**src/rtl/game_pkg.sv**
```systemverilog
// Shared types for the game event tracker: event codes, game state and FIFO entry layout.
package game_pkg;

  typedef logic [1:0] evt_code_t;

  localparam evt_code_t EVT_WIN      = 2'b01;
  localparam evt_code_t EVT_LOSE     = 2'b10;
  localparam evt_code_t EVT_GAMEOVER = 2'b11;

  typedef enum logic {RUN, HALT} state_t;

  typedef struct packed {
    evt_code_t  code;
    logic [4:0] count;
  } evt_entry_t;

endpackage

```
**src/rtl/event_fifo.sv**
```systemverilog
// Small synchronous FIFO for game events; a push into a full FIFO is accepted only
// when a pop frees a slot on the same clock. Head reads as zero while empty.
module event_fifo
  import game_pkg::*;
#(
  parameter int  DEPTH   = 4,
  parameter type entry_t = evt_entry_t
) (
  input  logic                     clk,
  input  logic                     rst,
  input  logic                     clr,
  input  logic                     push,
  input  logic                     pop,
  input  entry_t                   din,
  output entry_t                   dout,
  output logic                     full,
  output logic                     empty,
  output logic [$clog2(DEPTH):0]   fill
);

  localparam int AW = $clog2(DEPTH);

  entry_t         mem [DEPTH];
  logic [AW-1:0]  rd_ptr;
  logic [AW-1:0]  wr_ptr;
  logic           do_pop;
  logic           do_push;

  assign empty   = (fill == '0);
  assign full    = (fill == (AW+1)'(DEPTH));
  assign do_pop  = pop & ~empty & ~clr;
  assign do_push = push & (~full | do_pop) & ~clr;
  assign dout    = empty ? '0 : mem[rd_ptr];

  always_ff @(posedge clk or negedge rst) begin
    if (!rst) begin
      rd_ptr <= '0;
      wr_ptr <= '0;
      fill   <= '0;
    end else if (clr) begin
      rd_ptr <= '0;
      wr_ptr <= '0;
      fill   <= '0;
    end else begin
      if (do_push) wr_ptr <= wr_ptr + AW'(1);
      if (do_pop)  rd_ptr <= rd_ptr + AW'(1);
      fill <= fill + {{AW{1'b0}}, do_push} - {{AW{1'b0}}, do_pop};
    end
  end

  // Storage needs no reset: entries are only visible between push and pop.
  always_ff @(posedge clk) begin
    if (do_push) mem[wr_ptr] <= din;
  end

endmodule

```
**src/rtl/game_event_tracker.sv**
```systemverilog
// Turns winner/loser/gameover rising edges into count-stamped FIFO events and keeps per-game tallies.
//   state | meaning
//   RUN   | game in progress: edges push events and bump tallies
//   HALT  | gameover seen: edges ignored until gameover drops, then new game
module game_event_tracker
  import game_pkg::*;
#(
  parameter int DEPTH   = 4,
  parameter int TALLY_W = 4
) (
  input  logic                    clk,
  input  logic                    rst,
  input  logic                    winner,
  input  logic                    loser,
  input  logic                    gameover,
  input  logic [4:0]              count,
  input  logic                    clr,
  input  logic                    evt_ready,
  output logic                    evt_valid,
  output logic [1:0]              evt_code,
  output logic [4:0]              evt_count,
  output logic [TALLY_W-1:0]      win_tally,
  output logic [TALLY_W-1:0]      lose_tally,
  output logic                    halted,
  output logic                    overflow,
  output logic [$clog2(DEPTH):0]  fill
);

  localparam logic [TALLY_W-1:0] TALLY_MAX = {TALLY_W{1'b1}};

  state_t      state;
  logic        prev_winner, prev_loser, prev_gameover;
  logic        rise_winner, rise_loser, rise_gameover;
  logic        push_req, pop, full, empty;
  evt_entry_t  push_entry, head;

  assign rise_winner   = winner   & ~prev_winner;
  assign rise_loser    = loser    & ~prev_loser;
  assign rise_gameover = gameover & ~prev_gameover;

  always_comb begin
    push_req   = 1'b0;
    push_entry = '0;
    if (state == RUN) begin
      if (rise_gameover) begin
        push_req   = 1'b1;
        push_entry = '{code: EVT_GAMEOVER, count: count};
      end else if (rise_winner) begin
        push_req   = 1'b1;
        push_entry = '{code: EVT_WIN, count: count};
      end else if (rise_loser) begin
        push_req   = 1'b1;
        push_entry = '{code: EVT_LOSE, count: count};
      end
    end
  end

  assign pop = evt_valid & evt_ready;

  event_fifo #(.DEPTH(DEPTH), .entry_t(evt_entry_t)) u_fifo (
    .clk   (clk),
    .rst   (rst),
    .clr   (clr),
    .push  (push_req),
    .pop   (pop),
    .din   (push_entry),
    .dout  (head),
    .full  (full),
    .empty (empty),
    .fill  (fill)
  );

  assign evt_valid = ~empty;
  assign evt_code  = head.code;
  assign evt_count = head.count;
  assign halted    = (state == HALT);

  always_ff @(posedge clk or negedge rst) begin
    if (!rst) begin
      state         <= RUN;
      prev_winner   <= 1'b0;
      prev_loser    <= 1'b0;
      prev_gameover <= 1'b0;
      win_tally     <= '0;
      lose_tally    <= '0;
      overflow      <= 1'b0;
    end else begin
      // Edge history keeps tracking through clr so a held level is not replayed.
      prev_winner   <= winner;
      prev_loser    <= loser;
      prev_gameover <= gameover;
      if (clr) begin
        state      <= RUN;
        win_tally  <= '0;
        lose_tally <= '0;
        overflow   <= 1'b0;
      end else begin
        if (push_req && full && !pop) overflow <= 1'b1;
        case (state)
          RUN: begin
            if (rise_gameover) state <= HALT;
            if (rise_winner && win_tally != TALLY_MAX) win_tally <= win_tally + 1'b1;
            if (rise_loser && !rise_winner && lose_tally != TALLY_MAX)
              lose_tally <= lose_tally + 1'b1;
          end
          HALT: begin
            if (!gameover) begin
              state      <= RUN;
              win_tally  <= '0;
              lose_tally <= '0;
            end
          end
          default: state <= RUN;
        endcase
      end
    end
  end

endmodule

```
**config.mk**
```make
export PLATFORM = sky130hd
export DESIGN_NAME = game_event_tracker
export DESIGN_NICKNAME = d
export VERILOG_FILES = /design/src/rtl/game_pkg.sv /design/src/rtl/event_fifo.sv /design/src/rtl/game_event_tracker.sv
export SDC_FILE = /design/constraint.sdc
export NUM_CORES = 1
export LEC_CHECK = 0
export CAP_MARGIN = 20
export CORE_ASPECT_RATIO = 0.6
export CORE_MARGIN = 2
export CORE_UTILIZATION = 28
export CTS_CLUSTER_DIAMETER = 50
export CTS_CLUSTER_SIZE = 28
export DETAILED_ROUTE_END_ITERATION = 8
export SLEW_MARGIN = 15
export SYNTH_ARGS = -nofsm -noshare
export SYNTH_HDL_FRONTEND = slang
export SYNTH_HIERARCHICAL = 1
export SYNTH_SLANG_ARGS = --single-unit
```
**constraint.sdc**
```tcl
create_clock -name clk -period 2.7 [get_ports clk]
set_input_delay 0.27 -clock clk [delete_from_list [all_inputs] [get_ports clk]]
set_output_delay 0.27 -clock clk [all_outputs]
set_load 0.01 [all_outputs]
```
==> results.md, run 1 <==
- The combined global-route utilization of all metal layers is 0.122.
- The most used flip-flop cell after synthesis is sky130_fd_sc_hd__edfxtp_1.
- The part of the cycle the worst path needs is 0.898.
- 0 antenna diodes ended up in the layout.
- The DRC violation count after routing is 0.
- The data arrival time of the critical path is 2.16 ns.
- The clock sink count is 48.
- The synthesized design contains 48 register bits.
- The initial utilization of the core area, before any placement, comes to 0.294.
- Wires add up to roughly 5000 um.
- Grouping stages by cell kind, the critical path spends the most delay in buffers and inverters.
- The longest clock path from root to sink contains 2 buffers.
- The floorplan has 25 rows.
- VDD sags by at most 0.255 mV.
- The via count of the first global-routing pass is roughly 1600.
- Of the post-synthesis cell area, the dominant cell type holds 0.355.
- The type of destination of the critical path is an output pin.
- In the routed layout, each cell is associated on average with a via count of 4.77.
- The netlist uses 48 different library cells.
- The analysis attributes to cell leakage a power of 1.17 nW.
- TritonCTS built the clock tree.
- The pin count of the biggest net entering global routing is 21.
- The maximum cell stage delay along the critical path is around 0.5 ns.
- The final sum of negative setup slack is 0 ns.
- The mean instance size in the synthesized netlist is between 10 and 15 sq um.
- In the final layout, the share of cells above drive strength 1 is 0.155.
- After detailed placement, the design holds a cell count of ~330.
- The clock slew at the register clock pins of the worst setup and hold paths is 0.06 ns.
- Based on the critical path, the design can be clocked at up to a little over 400 MHz.
- Counting both buffers and inverters, the worst setup path holds a total of 2.
- Walking the worst path, the cells encountered are buf_4 -> mux4_2 -> and2b_1 -> clkdlybuf4s50_1.
- STA classifies the critical path startpoint as a register.
- The placer's final routability congestion estimate is 0.765.
- The clock reaches the later pin of the worst-skew pair after 0.29 ns.
- The total clock buffers created by CTS is 5.
- Of all flip-flops after synthesis, the portion carrying an async set or reset was 0.417.
- The first detailed-routing pass took 4 iterations.
- Setup repair after global routing left no endpoint under its margin.
- The hold buffer count at cts is 0.
- From bottom edge to top edge, the die measures 75.2 um.
- The detail route stage leaves a number of antenna-violating nets equal to 0.
- After layout, the minimum clock period comes to 2.43 ns.
- The number of gates given a new drive strength after cts is 0.
- The max-slew violation count is 0.
- The cell taking the most area after synthesis is sky130_fd_sc_hd__edfxtp_1.
- In this run the number of cells on the critical path is 4.
- The initial antenna violation count was 0.
- Summed over all nets, the half-perimeter wirelength after detailed placement is 3670 um.
- Along the worst path, the maximum fanout reaches 5.
- Ranked by total cell area, the synthesized netlist is headed by sky130_fd_sc_hd__edfxtp_1, sky130_fd_sc_hd__dfrtp_1, sky130_fd_sc_hd__mux4_2, sky130_fd_sc_hd__ha_1, sky130_fd_sc_hd__and2b_1.
- The overall overflow remaining after global route is 0.
- The number of vias in the routed layout is 1593.
- The top-level port count is 33.
- The run finished with clean final reports.
- The tree is rooted in a sky130_fd_sc_hd__clkbuf_16.
- Summing every instance area after synthesis gives approximately 0.0024 sq mm.
- The required time reported for the critical path endpoint is 2.43 ns.
- The cell at the slowest stage of the critical path is sky130_fd_sc_hd__dfrtp_1.
- The width of the die is 123 um.
- The worst reg-to-reg path cell count is 12.
- For the final database, setup skew stands at 0.00815 ns.
- In this run, synthesis inferred 28 flip-flops with an integrated enable.
- The count of routing violations after the opening detailed-route iteration is 143.
- The core region is 0.00804 sq mm.
- The H-tree depth reported by CTS is 2.
- The number of warnings printed during yosys synthesis is 6.
- The total of max-cap violations is 0.
- The completed layout was analyzed and its total power is about 2.1 mW.
- The die area is 0.00923 sq mm.
- The routed length per instance is 15.3 um.
- In the synthesized netlist, the number of instances is 179.
- The headroom to the max-slew limit is 0.739.
- The net count of the mapped netlist is 200.
- The sequential element share of the synthesized area is 0.567.
- The wire length of the first global-routing pass is 8320 um.
- The count of input and output buffers is 32.
- Compared with the post-synthesis result, the final layout area differs by 28.0%.
- The post-CTS setup buffer count is 0.
- The finished layout holds approximately 330 standard cells, fillers aside.
- The critical setup path kind is reg2out.
- The layout has 762 filler cells.
- The placed instances occupy a cell area of 0.00289 sq mm.
- The min-delay analysis places its worst path in the category in2async.
- Setup violations remaining at the end of the flow were counted as 0.
- For this run, the post-layout net count is 246.
- The count of endpoints failing hold in the final timing report is 0.
- The finished cells cover 0.00303 sq mm.
- In this run the power density over the cells is 708 mW/mm^2.
- The transition time at the pin with the least slew margin is around 0.39 ns.
- The tightest hold path in the finished design has a slack of 0.323 ns.
-- flip-flops by register name, summed over array words and instances, names as in the netlist --
signal,cells
u_fifo/rd_ptr,2
win_tally,4
u_fifo/wr_ptr,2
prev_gameover,1
prev_loser,1
halted,1
lose_tally,4
u_fifo/mem,28
prev_winner,1
overflow,1
u_fifo/fill,3
-- report_power, final --
group | switching [mW] | leakage (nW) | total (mW) | internal, mW
clock network | 0.272 | 0.0716 | 0.614 | 0.342
logic | 0.293 | 0.574 | 0.647 | 0.354
registers | 0.0379 | 0.526 | 0.884 | 0.846
total | 0.603 | 1.17 | 2.15 | 1.54
-- per-stage QoR --
step,util,setup slack (ns)
after floorplan,-,0.106
after global placement,0.359,0.133
after detailed placement,0.359,0.0805
after CTS,0.377,0.249
after global routing,0.377,0.169
final,0.377,0.274
-- logic make-up (layout without fill, tap and decap cells) --
| kind of cell | after synthesis | count (layout) | synth area share |
|---|---|---|---|
| multiplexers | 9 | 9 | 0.0756 |
| adder cells (fa/ha/maj) | 9 | 9 | 0.0507 |
| buffers and inverters | 17 | 64 | 0.0328 |
| AND/OR/NAND/NOR | 67 | 67 | 0.184 |
| flip-flops | 48 | 48 | 0.567 |
| XOR/XNOR | 3 | 3 | 0.0111 |
| AO/OA/AOI/OAI | 26 | 26 | 0.0788 |
-- metal layers --
metal / GRT usage / wire (um) / vias up
li1: - / - / 761
met2: 0.169 / 2050 / 55
met5: 0 / 0 / -
met4: 0.0485 / 59 / 0
met1: 0.182 / 2710 / 771
met3: 0.0303 / 298 / 6
-- worst paths after layout --
path	to	slack [ns]	from
min in group clk	halted$_DFF_PN0_	0.44	prev_gameover$_DFF_PN0_
hold / removal	u_fifo/wr_ptr[1]$_DFFE_PN0P_	0.32	rst
max in group asynchronous	u_fifo/rd_ptr[0]$_DFFE_PN0P_	2.14	rst
setup / recovery	evt_code[1]	0.27	u_fifo/rd_ptr[0]$_DFFE_PN0P_
setup reg to reg	u_fifo/fill[2]$_DFF_PN0_	0.35	u_fifo/fill[1]$_DFF_PN0_
hold reg to reg	halted$_DFF_PN0_	0.44	prev_gameover$_DFF_PN0_
-- placed cells by master (no fill, tap or decap), drive strengths merged, types with 6 or more instances in the layout --
cell | Yosys | final
a21oi | 6 | 6
and2 | 9 | 9
and2b | 8 | 8
buf | 4 | 14
clkdlybuf4s50 | 0 | 32
dfrtp | 20 | 20
edfxtp | 28 | 28
ha | 8 | 8
inv | 10 | 11
mux4 | 7 | 7
nand2b | 6 | 6
nor2 | 7 | 7
nor2b | 8 | 8
-- area by class of cell --
cell class,instances,area [sq um],area share
Timing Repair Buffer,46,425,0.140
Tap cell,108,135,0.0446
Multi-Input combinational cell,114,948,0.313
Clock inverter,3,17.5,0.00578
Inverter,10,37.5,0.0124
Sequential cell,48,1340,0.443
Clock buffer,5,125,0.0413
-- cell usage after synthesis, types with 2 or more instances --
library cell	count
sky130_fd_sc_hd__edfxtp_1	28
sky130_fd_sc_hd__dfrtp_1	20
sky130_fd_sc_hd__inv_1	10
sky130_fd_sc_hd__and2_1	9
sky130_fd_sc_hd__and2b_1	8
sky130_fd_sc_hd__ha_1	8
sky130_fd_sc_hd__mux4_2	7
sky130_fd_sc_hd__nor2_1	7
sky130_fd_sc_hd__nor2b_1	7
sky130_fd_sc_hd__a21oi_1	6
sky130_fd_sc_hd__nand2_1	5
sky130_fd_sc_hd__nand2b_1	5
sky130_fd_sc_hd__a31oi_1	4
sky130_fd_sc_hd__nand3_1	4
sky130_fd_sc_hd__and3_1	3
sky130_fd_sc_hd__clkbuf_1	3
sky130_fd_sc_hd__nor3_1	3
sky130_fd_sc_hd__nor3b_1	3
sky130_fd_sc_hd__nor4_1	3
sky130_fd_sc_hd__a311oi_1	2
sky130_fd_sc_hd__buf_2	2
sky130_fd_sc_hd__nand4_1	2
sky130_fd_sc_hd__o21ai_0	2
sky130_fd_sc_hd__o311ai_0	2
sky130_fd_sc_hd__o31ai_1	2
sky130_fd_sc_hd__xor2_1	2
(Power assumes the default switching activity.)
==> run 2, diff against run 1 <==
--- a/config.mk
+++ b/config.mk
@@ -12,6 +12,7 @@
 export CTS_CLUSTER_DIAMETER = 50
 export CTS_CLUSTER_SIZE = 28
 export DETAILED_ROUTE_END_ITERATION = 8
+export PLACE_DENSITY = 0.53
 export SLEW_MARGIN = 15
 export SYNTH_ARGS = -nofsm -noshare
 export SYNTH_HDL_FRONTEND = slang
==> run 2 against run 1 <==
  * Non-clock buffer count shrank 2
  * Global-route usage shrank 0.17 points
  * Register-to-register slack lost 0.02 ns
==> results.md, run 2 (same netlist as run 1, synthesis figures left out) <==
- The switching power summed over all nets is around 0.59 mW.
- The final sum of negative setup slack is 0 ns.
- Counting every sink on the clock net gives 48.
- The initial antenna violation count is 0.
- For this run, the detailed router's first-pass iteration total came to 4.
- The region available for standard cell placement spans 0.00804 sq mm.
- In the layout the commonest cells are sky130_fd_sc_hd__clkdlybuf4s50_1, sky130_fd_sc_hd__edfxtp_1, sky130_fd_sc_hd__dfrtp_1.
- The H-tree was split into 2 levels.
- The via count of the first global-routing pass is 1561.
- u_fifo/mem holds more flip-flops than any other register.
- The max-slew violation count is 0.
- The deepest clock path buffer count is 2.
- Setup repair after global routing left no endpoint under its margin.
- The area growth from synthesis to layout is 29.5%.
- The count of routing violations after the opening detailed-route iteration is 89.
- The register with the most flip-flops in the layout has 28 of them.
- The type of destination of the critical path is an output pin.
- The part of the cycle the worst path needs is 0.920.
- In this run the remaining antenna-violating nets after routing total 0.
- The die covers around 0.009 sq mm.
- The analysis attributes to cell leakage a power of 1.18 nW.
- The placer's final routability congestion estimate is 0.824.
- The number of diodes is 0.
- The flow ran to the end, and the final reports show no timing, DRC or antenna violations.
- The utilization after layout is 0.381.
- The largest registers in the layout are u_fifo/mem x28, lose_tally x4, win_tally x4.
- Data on the critical path arrives at its endpoint at between 2 and 2.5 ns.
- The clock tree from TritonCTS is done.
- Static timing analysis puts the maximum clock frequency at between 400 and 500 MHz.
- The final-stage net count is 244.
- The hold buffer count at cts is 0.
- For this run, design rule violations remaining after detail routing come to 0.
- For the worst setup path, the data required time is 2.43 ns.
- The headroom to the max-slew limit is 0.611.
- The top-level port count is 33.
- Setup violations remaining at the end of the flow were counted as 0.
- Clock skew on the completed layout was measured at 0.00406 ns.
- The total of max-cap violations is 0.
- Of the cells placed in the final design, the portion with a size suffix greater than 1 is 0.152.
- The classification of the worst-slack hold path is in2async.
- The critical setup path kind is reg2out.
- The final layout contains routed wiring with a total length of 4990 um.
- The clock slew at the register clock pins of the worst setup and hold paths is 0.06 ns.
- The post-CTS setup buffer count is 0.
- The commonest non-fill, non-tap cell in the layout is sky130_fd_sc_hd__clkdlybuf4s50_1.
- The total clock buffers created by CTS is 5.
- Of the total power, combinational logic draws 0.264.
- The internal power of the cells totals 1.72 mW.
- The smallest setup slack after layout is 0.215 ns.
- From bottom edge to top edge, the die measures approximately 75 um.
- Entering global routing, the biggest net connects 21 pins.
- The worst setup slack after placement is 0.118 ns.
- The effective utilization at floorplan is 0.294.
- CTS placed an instance of sky130_fd_sc_hd__clkbuf_16 at the clock tree root.
- The count of endpoints failing hold in the final timing report was 0.
- Dividing the detail-routed wire length by the instance count gives 15.0 um.
- After routing the design area is 0.00307 sq mm.
- The post-layout minimum cycle time is approximately 2.5 ns.
- The share of total power dissipated in the clock network is 0.346.
- Once placement finished, the instance area stood at about 0.0029 sq mm.
- The total power consumption of the routed design is 2.31 mW.
- The HPWL after detailed placement is 3630 um.
- Using the TritonRoute via totals, the vias-per-cell ratio works out to about 4.8.
- In this run the worst path has a maximum fanout of 9.
- The number of vias in the routed layout is 1579.
- The wire length of the first global-routing pass is 8330 um.
- The die is between 100 and 150 um wide.
- The combined global-route utilization of all metal layers is 0.121.
- The overall overflow remaining after global route is 0.
- After clock tree synthesis, the repair step resized 0 gates.
- Of the total power, the share spent switching nets is 0.256.
- The total number of placement rows is 25.
- The kind of start point of the critical path is a register.
- Clock latency on the worst-skew pair, taken at its later pin, is between 0.2 and 0.3 ns.
- The count of input and output buffers is 32.
- Of the total power, registers draw 0.390.
- The worst supply voltage drop on vdd is 0.253 mV.
- The transition time at the pin with the least slew margin is 0.584 ns.
- For this design the ratio of total power to cell area is 753 mW/mm^2.
-- run 2: changes by cell type in the layout (fill, tap and decap cells not counted), sizes merged --
cell and change:
bufinv +2, clkinv -2, buf -2
-- run 2: per-layer routing --
layer	routed length, um	GRT usage	up-vias
met5	0	0	-
met4	53	0.0345	0
met3	210	0.0318	7
met2	2110	0.178	35
met1	2610	0.175	780
li1	-	-	757
-- run 2: worst max-delay path, cell delays in order (launching register included) --
cell and delay (ns):
sky130_fd_sc_hd__dfrtp_1 0.71, sky130_fd_sc_hd__mux4_2 0.56, sky130_fd_sc_hd__and2b_1 0.18, sky130_fd_sc_hd__clkdlybuf4s50_1 0.47
-- run 2: final cells by class --
| cell class | instances | area (sq um) |
|---|---|---|
| Clock buffer | 5 | 125 |
| Timing Repair Buffer | 44 | 410 |
| Tap cell | 108 | 135 |
| Fill cell | 773 | 4970 |
| Inverter | 10 | 37.5 |
| Sequential cell | 48 | 1340 |
| Clock inverter | 3 | 68.8 |
| Multi-Input combinational cell | 114 | 948 |
-- run 2: final timing paths --
check | startpoint | end | slack, ns | cells after the start
min in group clk | prev_gameover$_DFF_PN0_ | halted$_DFF_PN0_ | 0.46 | 1
worst max register to register | u_fifo/fill[2]$_DFF_PN0_ | u_fifo/fill[2]$_DFF_PN0_ | 0.33 | 12
worst max-delay path | u_fifo/rd_ptr[0]$_DFFE_PN0P_ | evt_code[1] | 0.21 | 3
worst min-delay path | rst | u_fifo/fill[1]$_DFF_PN0_ | 0.32 | 2
max in group asynchronous | rst | prev_loser$_DFF_PN0_ | 2.15 | 2
worst min register to register | prev_gameover$_DFF_PN0_ | halted$_DFF_PN0_ | 0.46 | 1
-- run 2: power by group through the flow --
stage	logic (mW)	clock network [mW]	registers, mW
after floorplan	0.323	0	0.912
after global placement	0.625	0	0.918
after detailed placement	0.624	0	0.918
after CTS	0.627	0.816	0.903
after global routing	0.680	0.854	0.912
final	0.610	0.799	0.901
-- run 2: metrics by stage --
step	hold slack [ns]	cells
after global placement	0.473	324
final	0.324	332
after CTS	0.337	332
after detailed placement	0.457	324
after floorplan	-0.0256	179
after global routing	0.363	332
